$ cat src/rtl/button_conditioner_pkg.sv
// ---------------------------------------------------------------------------
// button_conditioner_pkg
//   Shared types and defaults for the push-button conditioner.
//   - btn_state_e      : per-channel debounce FSM state (2-bit encoding)
//   - DEF_*            : default timing constants, in i_clock cycles
//   - cnt_width()      : counter width able to hold the largest timing value
// ---------------------------------------------------------------------------
package button_conditioner_pkg;

    typedef enum logic [1:0] {
        ST_IDLE        = 2'd0,
        ST_DEB_PRESS   = 2'd1,
        ST_PRESSED     = 2'd2,
        ST_DEB_RELEASE = 2'd3
    } btn_state_e;

    localparam int DEF_NB_BUTTONS      = 3;
    localparam int DEF_DEBOUNCE_CYCLES = 1000000;
    localparam int DEF_REPEAT_DELAY    = 50000000;
    localparam int DEF_REPEAT_PERIOD   = 10000000;

    // Width needed to hold max(a, b, c) without overflow.
    function automatic int cnt_width(input int a, input int b, input int c);
        int m;
        m = a;
        if (b > m) m = b;
        if (c > m) m = c;
        return (m < 1) ? 1 : $clog2(m + 1);
    endfunction

endpackage

$ cat src/rtl/button_conditioner_if.sv
// ---------------------------------------------------------------------------
// button_conditioner_if
//   Bundles the button bus between the board-side driver and the conditioner.
//   Signals:
//     i_buttons_raw [NB_BUTTONS]  raw, bouncing levels (1 = pressed)
//     o_pulse       [NB_BUTTONS]  one-cycle strobe per accepted press
//     o_level       [NB_BUTTONS]  debounced level
//   Modports:
//     master : drives raw levels, observes pulse/level (board / testbench)
//     slave  : the conditioner itself
// ---------------------------------------------------------------------------
interface button_conditioner_if #(
    parameter int NB_BUTTONS = 3
);
    logic [NB_BUTTONS-1:0] i_buttons_raw;
    logic [NB_BUTTONS-1:0] o_pulse;
    logic [NB_BUTTONS-1:0] o_level;

    modport master (
        output i_buttons_raw,
        input  o_pulse,
        input  o_level
    );

    modport slave (
        input  i_buttons_raw,
        output o_pulse,
        output o_level
    );
endinterface

$ cat src/rtl/button_debounce_ch.sv
// ---------------------------------------------------------------------------
// button_debounce_ch
//   One button channel: 2-flop synchronizer, debounce FSM and a saturating
//   counter. Outputs come straight from flops.
//   Ports:
//     i_clock  in   system clock, rising edge
//     i_reset  in   synchronous, active-high reset
//     raw_i    in   raw asynchronous button level (1 = pressed)
//     pulse_o  out  one-cycle strobe when a press is accepted
//     level_o  out  debounced level
//   Optional feature: BUTTON_CONDITIONER_AUTOREPEAT_EN adds auto-repeat
//   pulses while the button stays in PRESSED.
// ---------------------------------------------------------------------------
module button_debounce_ch
    import button_conditioner_pkg::*;
#(
    parameter int DEBOUNCE_CYCLES = DEF_DEBOUNCE_CYCLES,
    parameter int REPEAT_DELAY    = DEF_REPEAT_DELAY,
    parameter int REPEAT_PERIOD   = DEF_REPEAT_PERIOD
) (
    input  logic i_clock,
    input  logic i_reset,
    input  logic raw_i,
    output logic pulse_o,
    output logic level_o
);

    localparam int CNT_W = cnt_width(DEBOUNCE_CYCLES, REPEAT_DELAY, REPEAT_PERIOD);

    localparam logic [CNT_W-1:0] CNT_ONE  = CNT_W'(1);
    localparam logic [CNT_W-1:0] CNT_MAX  = {CNT_W{1'b1}};
    // The cycle that moves the FSM out of IDLE/PRESSED already counts as the
    // first stable cycle, so acceptance happens when the counter holds
    // DEBOUNCE_CYCLES-1 and the input is still stable: that edge is the
    // DEBOUNCE_CYCLES-th stable sample.
    localparam logic [CNT_W-1:0] DEB_LAST = CNT_W'(DEBOUNCE_CYCLES - 1);
    localparam bit               DEB_ONE  = (DEBOUNCE_CYCLES <= 1);

`ifdef BUTTON_CONDITIONER_AUTOREPEAT_EN
    localparam logic [CNT_W-1:0] DLY_LAST = CNT_W'(REPEAT_DELAY - 1);
    localparam logic [CNT_W-1:0] PER_LAST = CNT_W'(REPEAT_PERIOD - 1);
    logic rpt_q;   // 0: waiting for first repeat, 1: periodic repeats
`endif

    logic             sync1_q, sync2_q;
    btn_state_e       state_q;
    logic [CNT_W-1:0] cnt_q;
    logic [CNT_W-1:0] cnt_d;
    logic             pulse_q, level_q;

    // Saturating increment: the counter never wraps, however long the hold.
    assign cnt_d = (cnt_q == CNT_MAX) ? cnt_q : cnt_q + CNT_ONE;

    always_ff @(posedge i_clock) begin
        if (i_reset) begin
            sync1_q <= 1'b0;
            sync2_q <= 1'b0;
        end else begin
            sync1_q <= raw_i;
            sync2_q <= sync1_q;
        end
    end

    always_ff @(posedge i_clock) begin
        if (i_reset) begin
            state_q <= ST_IDLE;
            cnt_q   <= '0;
            pulse_q <= 1'b0;
            level_q <= 1'b0;
`ifdef BUTTON_CONDITIONER_AUTOREPEAT_EN
            rpt_q   <= 1'b0;
`endif
        end else begin
            pulse_q <= 1'b0;
            case (state_q)
                ST_IDLE: begin
                    if (sync2_q) begin
                        if (DEB_ONE) begin
                            state_q <= ST_PRESSED;
                            cnt_q   <= '0;
                            pulse_q <= 1'b1;
                            level_q <= 1'b1;
`ifdef BUTTON_CONDITIONER_AUTOREPEAT_EN
                            rpt_q   <= 1'b0;
`endif
                        end else begin
                            state_q <= ST_DEB_PRESS;
                            cnt_q   <= CNT_ONE;
                        end
                    end
                end

                ST_DEB_PRESS: begin
                    if (!sync2_q) begin
                        state_q <= ST_IDLE;
                        cnt_q   <= '0;
                    end else if (cnt_q >= DEB_LAST) begin
                        state_q <= ST_PRESSED;
                        cnt_q   <= '0;
                        pulse_q <= 1'b1;
                        level_q <= 1'b1;
`ifdef BUTTON_CONDITIONER_AUTOREPEAT_EN
                        rpt_q   <= 1'b0;
`endif
                    end else begin
                        cnt_q <= cnt_d;
                    end
                end

                ST_PRESSED: begin
                    if (!sync2_q) begin
                        if (DEB_ONE) begin
                            state_q <= ST_IDLE;
                            cnt_q   <= '0;
                            level_q <= 1'b0;
                        end else begin
                            state_q <= ST_DEB_RELEASE;
                            cnt_q   <= CNT_ONE;
                        end
                    end
`ifdef BUTTON_CONDITIONER_AUTOREPEAT_EN
                    // Counter runs from 0 on PRESSED entry; first repeat after
                    // REPEAT_DELAY held cycles, then every REPEAT_PERIOD.
                    else if (cnt_q >= (rpt_q ? PER_LAST : DLY_LAST)) begin
                        pulse_q <= 1'b1;
                        cnt_q   <= '0;
                        rpt_q   <= 1'b1;
                    end else begin
                        cnt_q <= cnt_d;
                    end
`endif
                end

                ST_DEB_RELEASE: begin
                    if (sync2_q) begin
                        // Release bounce: back to PRESSED, no new pulse.
                        state_q <= ST_PRESSED;
                        cnt_q   <= '0;
`ifdef BUTTON_CONDITIONER_AUTOREPEAT_EN
                        rpt_q   <= 1'b0;
`endif
                    end else if (cnt_q >= DEB_LAST) begin
                        state_q <= ST_IDLE;
                        cnt_q   <= '0;
                        level_q <= 1'b0;
                    end else begin
                        cnt_q <= cnt_d;
                    end
                end

                default: begin
                    state_q <= ST_IDLE;
                    cnt_q   <= '0;
                end
            endcase
        end
    end

    assign pulse_o = pulse_q;
    assign level_o = level_q;

endmodule

$ cat src/rtl/button_conditioner.sv
// ---------------------------------------------------------------------------
// button_conditioner
//   NB_BUTTONS independent debounce channels. Each accepted press gives a
//   one-cycle strobe on o_pulse (load-enable bus of the value-load stage) and
//   a debounced level on o_level. No priority between channels.
//   Ports:
//     i_clock  in     system clock, rising edge
//     i_reset  in     synchronous, active-high reset
//     btn_if   slave  i_buttons_raw in, o_pulse / o_level out
//   Optional feature: define BUTTON_CONDITIONER_AUTOREPEAT_EN for auto-repeat
//   (REPEAT_DELAY / REPEAT_PERIOD); otherwise those parameters only size the
//   counter.
// ---------------------------------------------------------------------------
module button_conditioner
    import button_conditioner_pkg::*;
#(
    parameter int NB_BUTTONS      = DEF_NB_BUTTONS,
    parameter int DEBOUNCE_CYCLES = DEF_DEBOUNCE_CYCLES,
    parameter int REPEAT_DELAY    = DEF_REPEAT_DELAY,
    parameter int REPEAT_PERIOD   = DEF_REPEAT_PERIOD
) (
    input  logic                i_clock,
    input  logic                i_reset,
    button_conditioner_if.slave btn_if
);

    logic [NB_BUTTONS-1:0] pulse_w;
    logic [NB_BUTTONS-1:0] level_w;

    for (genvar g = 0; g < NB_BUTTONS; g++) begin : g_ch
        button_debounce_ch #(
            .DEBOUNCE_CYCLES (DEBOUNCE_CYCLES),
            .REPEAT_DELAY    (REPEAT_DELAY),
            .REPEAT_PERIOD   (REPEAT_PERIOD)
        ) u_ch (
            .i_clock (i_clock),
            .i_reset (i_reset),
            .raw_i   (btn_if.i_buttons_raw[g]),
            .pulse_o (pulse_w[g]),
            .level_o (level_w[g])
        );
    end

    assign btn_if.o_pulse = pulse_w;
    assign btn_if.o_level = level_w;

endmodule
$ cat src/flat_wrapper.sv
// flat-port wrapper written by rule: the top's interface ports become plain ports
module button_conditioner_flat import button_conditioner_pkg::*;
#(
    parameter int NB_BUTTONS      = DEF_NB_BUTTONS,
    parameter int DEBOUNCE_CYCLES = DEF_DEBOUNCE_CYCLES,
    parameter int REPEAT_DELAY    = DEF_REPEAT_DELAY,
    parameter int REPEAT_PERIOD   = DEF_REPEAT_PERIOD
)
  (i_clock, i_reset, btn_if_i_buttons_raw, btn_if_o_pulse, btn_if_o_level);
  button_conditioner_if #(.NB_BUTTONS(NB_BUTTONS)) btn_if_i ();
  input  logic i_clock;
  input  logic i_reset;
  input wire logic [$bits(btn_if_i.i_buttons_raw)-1:0] btn_if_i_buttons_raw;
  output wire logic [$bits(btn_if_i.o_pulse)-1:0] btn_if_o_pulse;
  output wire logic [$bits(btn_if_i.o_level)-1:0] btn_if_o_level;
  assign btn_if_i.i_buttons_raw = btn_if_i_buttons_raw;
  assign btn_if_o_pulse = btn_if_i.o_pulse;
  assign btn_if_o_level = btn_if_i.o_level;
  button_conditioner #(.NB_BUTTONS(NB_BUTTONS), .DEBOUNCE_CYCLES(DEBOUNCE_CYCLES), .REPEAT_DELAY(REPEAT_DELAY), .REPEAT_PERIOD(REPEAT_PERIOD)) u_core (.i_clock(i_clock), .i_reset(i_reset), .btn_if(btn_if_i));
endmodule
$ cat config.mk
export PLATFORM = sky130hd
export DESIGN_NAME = button_conditioner_flat
export DESIGN_NICKNAME = d
export VERILOG_FILES = /design/src/rtl/button_conditioner_pkg.sv /design/src/rtl/button_conditioner_if.sv /design/src/rtl/button_debounce_ch.sv /design/src/rtl/button_conditioner.sv /design/src/flat_wrapper.sv
export SDC_FILE = /design/constraint.sdc
export NUM_CORES = 1
export LEC_CHECK = 0
export ABC_AREA = 1
export CAP_MARGIN = 30
export CORE_MARGIN = 3
export CORE_UTILIZATION = 30
export DETAILED_ROUTE_END_ITERATION = 6
export PLACE_DENSITY = 0.45
export SETUP_SLACK_MARGIN = 0.05
export SKIP_CTS_REPAIR_TIMING = 1
export SYNTH_ARGS = -nofsm -noshare
export SYNTH_HDL_FRONTEND = slang
export SYNTH_SLANG_ARGS = --single-unit
$ cat constraint.sdc
create_clock -name i_clock -period 3 [get_ports i_clock]
set_input_delay 0.6 -clock i_clock [delete_from_list [all_inputs] [get_ports i_clock]]
set_output_delay 0.6 -clock i_clock [all_outputs]
set_load 0.05 [all_outputs]
## After elaboration in Yosys (flattened, before gate mapping)

Cells that the tools add are included.

| storage, ports and cells | value |
|---|---|
| bits in registers | 96 |
| input port bits | 5 |
| output and inout bits | 6 |
| logic and storage cells | 144 |

| cells by class | value |
|---|---|
| $add $sub $neg | 3 |
| order comparisons | 3 |
| equal/unequal tests | 36 |
| muxes and demuxes | 60 |
| bitwise logic cells | 6 |
| reduce and logical (&&, ||, !) cells | 18 |

Operators by type and width:

| operator | number |
|---|---|
| 26-bit 2-to-1 mux | 18 |
| 26-bit case mux with 4 select lines | 3 |
| 26-bit by 1-bit adder with 26-bit output (second input constant) | 3 |
| 26-bit == test (second input constant) | 3 |
| 26-bit by 20-bit >= comparator with 1-bit output (second input constant) | 3 |
| 2-bit 2-to-1 mux | 18 |
| 2-bit inequality test (second input constant) | 18 |
| 2-bit case mux with 4 select lines | 3 |
| 3-bit inequality test (second input constant) | 6 |
| 1-bit 2-to-1 mux | 15 |
| 5-bit AND reduction | 3 |
| 2-bit == test (second input constant) | 6 |
| 4-bit AND reduction | 3 |
| 3-bit OR reduction | 3 |
| 2-bit by 1-bit == test with 1-bit output (second input constant) | 3 |
| 2-bit zero test | 3 |
| 1-bit inverter | 6 |
| 1-bit case mux with 2 select lines | 3 |
| 2-bit AND reduction | 3 |
| 2-bit nonzero test | 3 |

## Longest topological paths before layout

Gate-level depths: netlist (run 1).

| logic depth | value |
|---|---|
| word-level depth | 5 |
| gate-level depth with buffers | 13 |
| gate-level depth less buffers | 13 |

## Cells and area by module

From an unflattened synthesis (run 1), not the netlist that was laid out.

| unflattened totals | value |
|---|---|
| cell total of the unflattened synthesis | 946 |
| area, all modules | 5,789.3 um^2 |

Modules (own cells, without submodules):

| module | times used | cells an instance | area an instance (um^2) | seq. area each (um^2) |
|---|---|---|---|---|
| button_debounce_ch (u_core.g_ch[0].u_ch ...) | 2 | 328 | 1,964.4 | 640.6 |
| button_debounce_ch (u_core.g_ch[2].u_ch) | 1 | 290 | 1,860.5 | 640.6 |

## Worst setup path after synthesis (run 1)

No wires, ideal clock.

| timing path | value |
|---|---|
| path kind | register to register |
| from | reg u_core.g_ch[2].u_ch.cnt_q[0] |
| to | reg u_core.g_ch[2].u_ch.cnt_q[2] |
| setup time | 132 ps |
| arrival time | 1,539 ps |
| required time | 2,868 ps |
| path slack | 1,329 ps |
| cell stages (with the launch flop) | 12 |
| path buffers | 1 |
| period minus slack after synthesis | 1,671 ps |
| cells stage by stage | dfxtp_1 > ha_1 > inv_1 > nor2_1 > nand2_2 > nor2_4 > nand4_2 > buf_6 > a21oi_1 > nor2_1 > nand2_1 > a21oi_1 |

| on the way | value |
|---|---|
| word-level cells in the longest chain between the ends | 5 |
| elaborated cells on any way between the ends | 8 |
| classes of those cells | add/sub: 1; order compare: 1; eq/ne: 1; mux: 5 |

RTL lines:

| item | line | text |
|---|---|---|
| start, declared | button_debounce_ch.sv:47 | `logic [CNT_W-1:0] cnt_q;` |
| start signal, assigned | button_debounce_ch.sv:106 | `cnt_q <= cnt_d;` |
| start signal, assigned | button_debounce_ch.sv:147 | `cnt_q <= cnt_d;` |
| 26-bit by 1-bit adder with 26-bit output or 26-bit == test (tied branches) | button_debounce_ch.sv:52 | `assign cnt_d = (cnt_q == CNT_MAX) ? cnt_q : cnt_q + CNT_ONE;` |
| 26-bit 2-to-1 mux | button_debounce_ch.sv:52 |  |
| 26-bit 2-to-1 mux * | button_debounce_ch.sv:97, button_debounce_ch.sv:142 |  |
| 26-bit 2-to-1 mux, on equally long branches | button_debounce_ch.sv:135, button_debounce_ch.sv:94 |  |
| 26-bit case mux with 4 select lines * | button_debounce_ch.sv:75 | `case (state_q)` |

Mark *: on every way between the ends. The rest lies on a longest branch, timed or not.
A chain may end at the register's enable or synchronous reset.

## Worst setup path after layout (run 1)

| timing path | value |
|---|---|
| from | reg u_core.g_ch[1].u_ch.level_q |
| to | out btn_if_o_level[1] |

RTL lines:

| item | line | text |
|---|---|---|
| start, declared | button_debounce_ch.sv:49 | `logic pulse_q, level_q;` |
| start signal, assigned | button_debounce_ch.sv:69 | `level_q <= 1'b0;` |
| start signal, assigned | button_debounce_ch.sv:82 | `level_q <= 1'b1;` |
| start signal, assigned | button_debounce_ch.sv:101 | `level_q <= 1'b1;` |
| end, declared | flat_wrapper.sv:15 | `output wire logic [$bits(btn_if_i.o_level)-1:0] btn_if_o_level;` |

No word-level cell between the ends.

==> results of run 1 <==
sequential cells by signal (all words and copies together), names as in the netlist, named ones only:
name / flops
u_core.g_ch.u_ch.sync2_q: 3
u_core.g_ch.u_ch.state_q: 3
u_core.g_ch.u_ch.pulse_o: 3
u_core.g_ch.u_ch.level_o: 3
u_core.g_ch.u_ch.cnt_q: 78
u_core.g_ch.u_ch.sync1_q: 3
cells by family after synthesis:
logic type	synth area share, %
adders and majority gates	0.666
xor gates and xnor gates	2.64
DFF	34.1
and+or+nand+nor	44.0
buffers and inverters	9.92
AOI/OAI and AO/OA	8.67
per-stage QoR:
| step | hold slack, ns | cell area [µm²] | instances |
|---|---|---|---|
| final | 0.410 | 6170 | 1115 |
| after CTS | 0.416 | 6170 | 1115 |
| after detailed placement | 0.405 | 5840 | 1099 |
| after floorplan | 0.388 | 5640 | 885 |
| after global routing | 0.437 | 6170 | 1115 |
| after global placement | 0.406 | 5840 | 1099 |
worst max path at each step:
stage | end | slack, ns | cells after the start
global route | u_core.g_ch[2].u_ch.cnt_q[12] | 0.68 | 12
global placement | u_core.g_ch[2].u_ch.cnt_q[12] | 0.95 | 12
finish | btn_if_o_level[1] | 0.91 | 1
CTS | btn_if_o_level[1] | 0.89 | 1
detailed placement | u_core.g_ch[2].u_ch.cnt_q[12] | 0.93 | 12
floorplan | u_core.g_ch[2].u_ch.cnt_q[2] | 1.33 | 11
layout make-up:
class,instances,area (µm²)
inverters,93,352
flip-flops and latches,96,1920
repair buffers,14,125
well taps,229,287
clock buffers,9,225
fillers,2029,12000
multi-input cells,667,3160
clock inverters,7,101
synth_stat cells (all sizes together):
cell	count	area share, %
buf	18	2.4
or2	10	1.1
clkbuf	10	1.0
a211oi	1	0.13
nand2	288	20
nor3b	1	0.13
nand3	77	7.2
a21oi	64	5.8
nand3b	3	0.62
nor2	125	9.3
o21ai	21	1.9
nor3	24	2.6
nand4	24	2.8
nor4	2	0.22
o21bai	1	0.13
o211ai	1	0.13
ha	3	0.67
a31oi	3	0.60
dfxtp	96	34
xnor2	5	0.78
and2	2	0.22
clkinv	1	0.066
xor2	12	1.9
inv	92	6.2
dlymetal6s2s	1	0.22
cells in the final DEF, fill, tap and decap left out, types with 9 or more instances in the layout:
| cell type | instances |
|---|---|
| sky130_fd_sc_hd__nand2_2 | 12 |
| sky130_fd_sc_hd__nand3_1 | 73 |
| sky130_fd_sc_hd__dfxtp_1 | 96 |
| sky130_fd_sc_hd__nor3_1 | 20 |
| sky130_fd_sc_hd__o21ai_0 | 20 |
| sky130_fd_sc_hd__inv_1 | 87 |
| sky130_fd_sc_hd__clkdlybuf4s50_1 | 9 |
| sky130_fd_sc_hd__nor2_1 | 112 |
| sky130_fd_sc_hd__xor2_1 | 12 |
| sky130_fd_sc_hd__clkbuf_16 | 9 |
| sky130_fd_sc_hd__nand4_1 | 23 |
| sky130_fd_sc_hd__nand2_1 | 275 |
| sky130_fd_sc_hd__a21oi_1 | 62 |
worst reg2reg max path: stages (launching register included):
cell and delay, ns:
sky130_fd_sc_hd__dfxtp_1 0.45, sky130_fd_sc_hd__ha_1 0.32, sky130_fd_sc_hd__inv_1 0.11, sky130_fd_sc_hd__nor2_1 0.14, sky130_fd_sc_hd__nand2_2 0.10, sky130_fd_sc_hd__nor2_4 0.11
sky130_fd_sc_hd__nand4_2 0.29, sky130_fd_sc_hd__nand2_1 0.14, sky130_fd_sc_hd__nand2_1 0.05, sky130_fd_sc_hd__nand3_1 0.06, sky130_fd_sc_hd__nor2_1 0.04, sky130_fd_sc_hd__nor2_1 0.08
sky130_fd_sc_hd__nor2_1 0.04
where the power goes:
group,switching [µW],internal (µW)
Clock,543,740
Combinational,67.2,21.2
Sequential,11.7,1280
Total,622,2040
per-layer routing:
metal  routed length, µm  part of all wire, %  global-route usage (%)  vias to the layer above
met5                   0                    0                       0                        -
met4                 103                 0.75                    2.75                        0
met3                 343                  2.5                    3.11                        8
met2                6200                   45                    23.3                       56
met1                7050                   51                    19.1                     2300
li1                    -                    -                       -                     2815
==> flow_results.org, run 1 <==
** Logic synthesis
- Counting every net in the synthesized netlist gives 893.
- The synthesized netlist occupies a cell area of 5640 µm².
- Synth unique cells :: 46
- The Yosys step of the flow raised 0 warnings.
- Post-Syn Area per Cell :: 6.37 µm²
- After synthesis, flip-flops and latches occupy 34.1% of the total area.
- Syn Inst Count :: 885
- Number of register bits inferred by synthesis :: 96

** Die
- Core area :: 18200 µm²
- The die is 143 µm wide.
- Initial core utilization :: 31.0%
- 11 I/O pins were placed.
- The die is 143 µm tall.
- After floorplanning, the core was divided into 49 placement rows.
- Die Area :: 20500 µm²

** Critical path
- Worst reg2reg startpoint :: u_core.g_ch[2].u_ch.cnt_q[0]
- Required time worst endpoint :: 2.40 ns
- CP max FO :: 2
- The largest individual stage delay along the critical path comes from the cell sky130_fd_sc_hd__clkdlybuf4s50_1.
- Worst flop-to-flop path endpoint :: u_core.g_ch[2].u_ch.cnt_q[12]
- On the worst path, the slowest cell contributes a delay of 0.81 ns.
- Crit path cell chain :: clkdlybuf4s50_1
- Critical Path Start Type :: flip-flop
- Cell family contributing the most delay on the critical path :: buffers and inverters
- Worst-case reg-to-reg path depth :: 12
- Minimum setup slack among reg-to-reg paths :: 0.93 ns
- Critical path origin :: u_core.g_ch[1].u_ch.level_o
- For the worst setup path, the data arrival time is 1.49 ns.
- Kind of capture point of the worst setup path :: output pin
- The worst setup path is of the flip-flop to output pin kind.
- The number of buffers and inverters on the critical path is 1.

** Clock tree
- Root Driver :: sky130_fd_sc_hd__clkbuf_16
- The clock tree synthesis step divided the H-tree into 3 levels.
- Clock insertion delay at the later pin of the skew report :: 0.35 ns
- Clock-pin slew was measured on the worst setup and hold paths at 0.07 ns.
- TritonCTS built the clock tree.
- Clock tree buffer depth :: 2
- TritonCTS Buffers :: 9
- Count of clock tree sinks :: 96

** Power and ir drop
- After layout, the design draws a total of 2670 µW.
- For this design the ratio of total power to cell area is 432 nW/µm².
- In this run the static leakage power is 0.00227 µW.
- IR analysis of the VDD net gives a maximum drop of 0.345 mV.

** Global route
- The number of global-route vias before repair came to 4856.
- The first global-routing pass estimated 23800 µm of wire.
- Grt ovf :: 0
- Entering global routing, the biggest net connects 79 pins.
- The initial antenna violation count came to 0.
- Global routing used 14.1% of the available tracks.

** Timing
- Setup TNS :: 0 ns
- Measured against its own limit, the worst slew margin works out to 41.3%.
- Unrepaired setup endpoints after global routing :: false
- Post-route fraction of the period consumed by the critical path :: 69.6%
- Final setup violation count :: 0
- Final count of hold timing violations :: 0
- Worst clock skew :: 0.0100 ns
- The final count of pins violating max slew was 0.
- For the pin with the worst max-slew slack, the measured transition is 0.881 ns.
- Setup ws final :: 0.912 ns
- Derived from the worst setup path, the maximum achievable clock frequency is 0.479 GHz.
- For the finished layout, the period the worst path requires is 2.09 ns.

** Run
- Max-cap viol count :: 0

** Route
- The first detailed-routing pass took 5 iterations.
- Initial DRC count :: 249
- The final route contains 5179 vias.
- Vias per inst :: 4.64
- After detailed routing, the number of remaining DRC violations is 0.
- Routed len/inst :: 12.3 µm
- Number of antenna-violating nets in the routed design :: 0
- Total wirelength of the detailed-routed design :: 13700 µm

** Worst hold path
- Worst hold path endpoint :: u_core.g_ch[1].u_ch.sync2_q
- Hold path startpoint :: u_core.g_ch[1].u_ch.sync1_q
- The worst hold path passes through 2 cells.
- The path class of the tightest hold or removal check is flip-flop to flip-flop.

** Place
- In this run the tool buffered the top-level ports with 10 buffer cells.
- Post-place setup slack :: 0.927 ns
- Detailed placement ended at an HPWL of 9550 µm.
- Routability cong. :: 0.850

** Finish
- After the last flow step, the layout net total stands at 889.
- Fraction of layout cells with a size suffix above 1 :: 8.24%
- From synthesis to final layout, the design area changed by 9.41%.
- Ant. Diodes :: 0
- At the end of the flow the core is filled with cells to 33.9%.

** Outcome
- Run status :: finished clean
(Power assumes the default switching activity.)
==> run 2, diff against run 1 <==
- clock period: 3 -> 2 ns (I/O delays scaled with it)
==> flow_results.org, run 2 (synthesized netlist as in run 1, its figures left out) <==
** Outcome
- Run status :: finished clean

** Critical path
- For this run, the slowest stage of the critical path takes 0.79 ns.
- Master of the slowest instance on the critical path :: sky130_fd_sc_hd__clkdlybuf4s50_1
- Arrival time at the worst endpoint :: 1.45 ns
- At the worst endpoint, the required time is 1.60 ns.
- Kind of capture point of the worst setup path :: output pin
- STA classifies the critical path startpoint as a flip-flop.
- Type of the worst setup path :: flip-flop to output pin
- Crit path cell chain :: clkdlybuf4s50_1
- Cell family contributing the most delay on the critical path :: buffers and inverters
- For the worst flop-to-flop path, the logic depth is 9.
- Number of cells on the critical path :: 1
- Along the worst path, the maximum fanout reaches 1.
- Count of buffer and inverter cells on the critical path :: 1

** Power and ir drop
- For this design the ratio of total power to cell area is 621 nW/µm².
- Summed over all cells, the static leakage comes to 0.00240 µW.
- Maximum vdd drop :: 0.429 mV
- The design draws 3920 µW.

** Run
- Across the run, the number of max-cap violations was 0.

** Die
- Die W :: 143 µm
- After floorplanning, the core was divided into 49 placement rows.
- Measured along the y axis, the die boundary spans 143 µm.
- Initial core utilization :: 31.0%
- I/O Pins :: 11
- Die Area :: 20500 µm²
- Core area :: 18200 µm²

** Timing
- Setup repair after global routing left no endpoint under its margin.
- Worst clock skew :: 0.00644 ns
- Final count of hold timing violations :: 0
- Final Max Slew Viols :: 0
- The worst path meets setup with 0.154 ns of slack.
- Setup total negative slack on the finished layout was measured at 0 ns.
- Based on the critical path, the design can be clocked at up to 0.542 GHz.
- Final setup violation count :: 0
- For the pin with the worst max-slew slack, the measured transition is 0.503 ns.
- Post-route fraction of the period consumed by the critical path :: 92.3%
- Min cycle time layout :: 1.85 ns
- In this run the tightest slew margin relative to its limit is 66.4%.

** Route
- Routed len/inst :: 12.3 µm
- Number of iterations in the first detailed-routing pass :: 6
- Routed met3 length :: 382 µm
- Total DRC errors in the routed layout :: 0
- Vias per inst :: 4.64
- The detailed router put a total of 7120 µm of wire on met1.
- The detailed router used layers up to and including met4.
- Initial DRC count :: 319
- Detailed routing placed a total of 6230 µm of wire on met2.
- Total wirelength of the detailed-routed design :: 13900 µm
- For this block, the via count after detailed routing is 5238.
- Number of antenna-violating nets in the routed design :: 0

** Finish
- Synthesis-to-finish area growth :: 12.0%
- At the end of the flow the core is filled with cells to 34.7%.
- Most common cell after layout, fill and taps aside :: sky130_fd_sc_hd__nand2_1
- Multi-input gate area in the final layout :: 3180 µm²
- Commonest cells after routing, fill and taps aside :: 275 x sky130_fd_sc_hd__nand2_1, 111 x sky130_fd_sc_hd__nor2_1, 95 x sky130_fd_sc_hd__dfxtp_1
- Ant. Diodes :: 0
- Layout filler cell count :: 2015
- The final layout contains 903 nets.
- Biggest register :: u_core.g_ch.u_ch.cnt_q
- The register with the most flip-flops in the layout has 78 of them.
- Across the whole layout, storage elements account for 1920 µm².
- Fraction of layout cells with a size suffix above 1 :: 10.0%

** Worst hold path
- Hold Path Cell Cnt :: 2
- Min-delay worst type :: flip-flop to flip-flop

** Place
- Input and output buffers added on the ports amount to 10.
- Post-place setup slack :: 0.142 ns
- Routability cong. :: 0.869
- The HPWL after detailed placement is 9910 µm.

** Global route
- The initial antenna violation count is 0.
- Entering global routing, the biggest net connects 68 pins.
- Wire length of the first global-routing pass :: 23700 µm
- Global routing finished with a remaining overflow of 0.
- Across every metal layer, demand over resource in global routing totals 14.1%.
- Vias in the first global route :: 4887

** Clock tree
- The clock passes through at most 2 buffers.
- Clock-pin slew was measured on the worst setup and hold paths at 0.07 ns.
- The clock reaches the later pin of the worst-skew pair after 0.35 ns.
- The H-tree generated during clock tree synthesis spans 3 levels.
- TritonCTS Buffers :: 9
- TritonCTS built the clock tree.
- Count of clock tree sinks :: 96
- In this run the clock root is driven by a sky130_fd_sc_hd__clkbuf_16.
==> run 2: cell types whose count changed in the layout (fill, tap and decap cells not counted), moves of 2 or more <==
cell	delta
sky130_fd_sc_hd__buf_12	+2
sky130_fd_sc_hd__buf_4	+12
sky130_fd_sc_hd__clkbuf_8	+2
sky130_fd_sc_hd__clkdlybuf4s50_1	-3
sky130_fd_sc_hd__dlymetal6s2s_1	+3
sky130_fd_sc_hd__inv_6	-2
==> run 2: per-layer routing <==
| metal | track usage (%) | vias up |
|---|---|---|
| li1 | - | 2836 |
| met2 | 22.7 | 63 |
| met4 | 3.35 | 0 |
| met1 | 19.4 | 2330 |
| met3 | 3.01 | 9 |
| met5 | 0 | - |
==> run 2: worst paths after layout <==
| path | start | to | slack, ns |
|---|---|---|---|
| setup / recovery | u_core.g_ch[1].u_ch.pulse_o | btn_if_o_pulse[1] | 0.15 |
| hold / removal | u_core.g_ch[1].u_ch.sync1_q | u_core.g_ch[1].u_ch.sync2_q | 0.41 |
| setup reg to reg | u_core.g_ch[0].u_ch.cnt_q[0] | u_core.g_ch[0].u_ch.cnt_q[0] | 0.27 |
| hold reg to reg | u_core.g_ch[1].u_ch.sync1_q | u_core.g_ch[1].u_ch.sync2_q | 0.41 |
==> run 2: final cells by class <==
cell class | count | share of cell area (%)
sequential | 96 | 30.4
timing repair buffer | 28 | 4.16
clock buffer | 11 | 4.00
multi-input combinational | 667 | 50.3
inverter | 93 | 5.60
tap | 229 | 4.53
clock inverter | 5 | 0.990
==> run 2: power by group <==
part | internal (µW) | total [µW] | switching, µW
sequential | 1920 | 1930 | 10.2
clock | 1050 | 1830 | 785
combinational | 46.9 | 159 | 113
==> run 2: metrics by stage <==
stage | cells | hold slack, ns | instance area (µm²)
after detailed placement | 1113 | 0.398 | 5970
after floorplan | 885 | 0.388 | 5640
after global placement | 1113 | 0.405 | 5970
after global routing | 1129 | 0.427 | 6320
after CTS | 1129 | 0.412 | 6290
final | 1129 | 0.410 | 6320
==> run 3, diff against run 2 <==
- GPL_TIMING_DRIVEN: not set -> 1
==> results of run 3 <==
The final DEF is identical to that of run 2; final timing and power are the same.
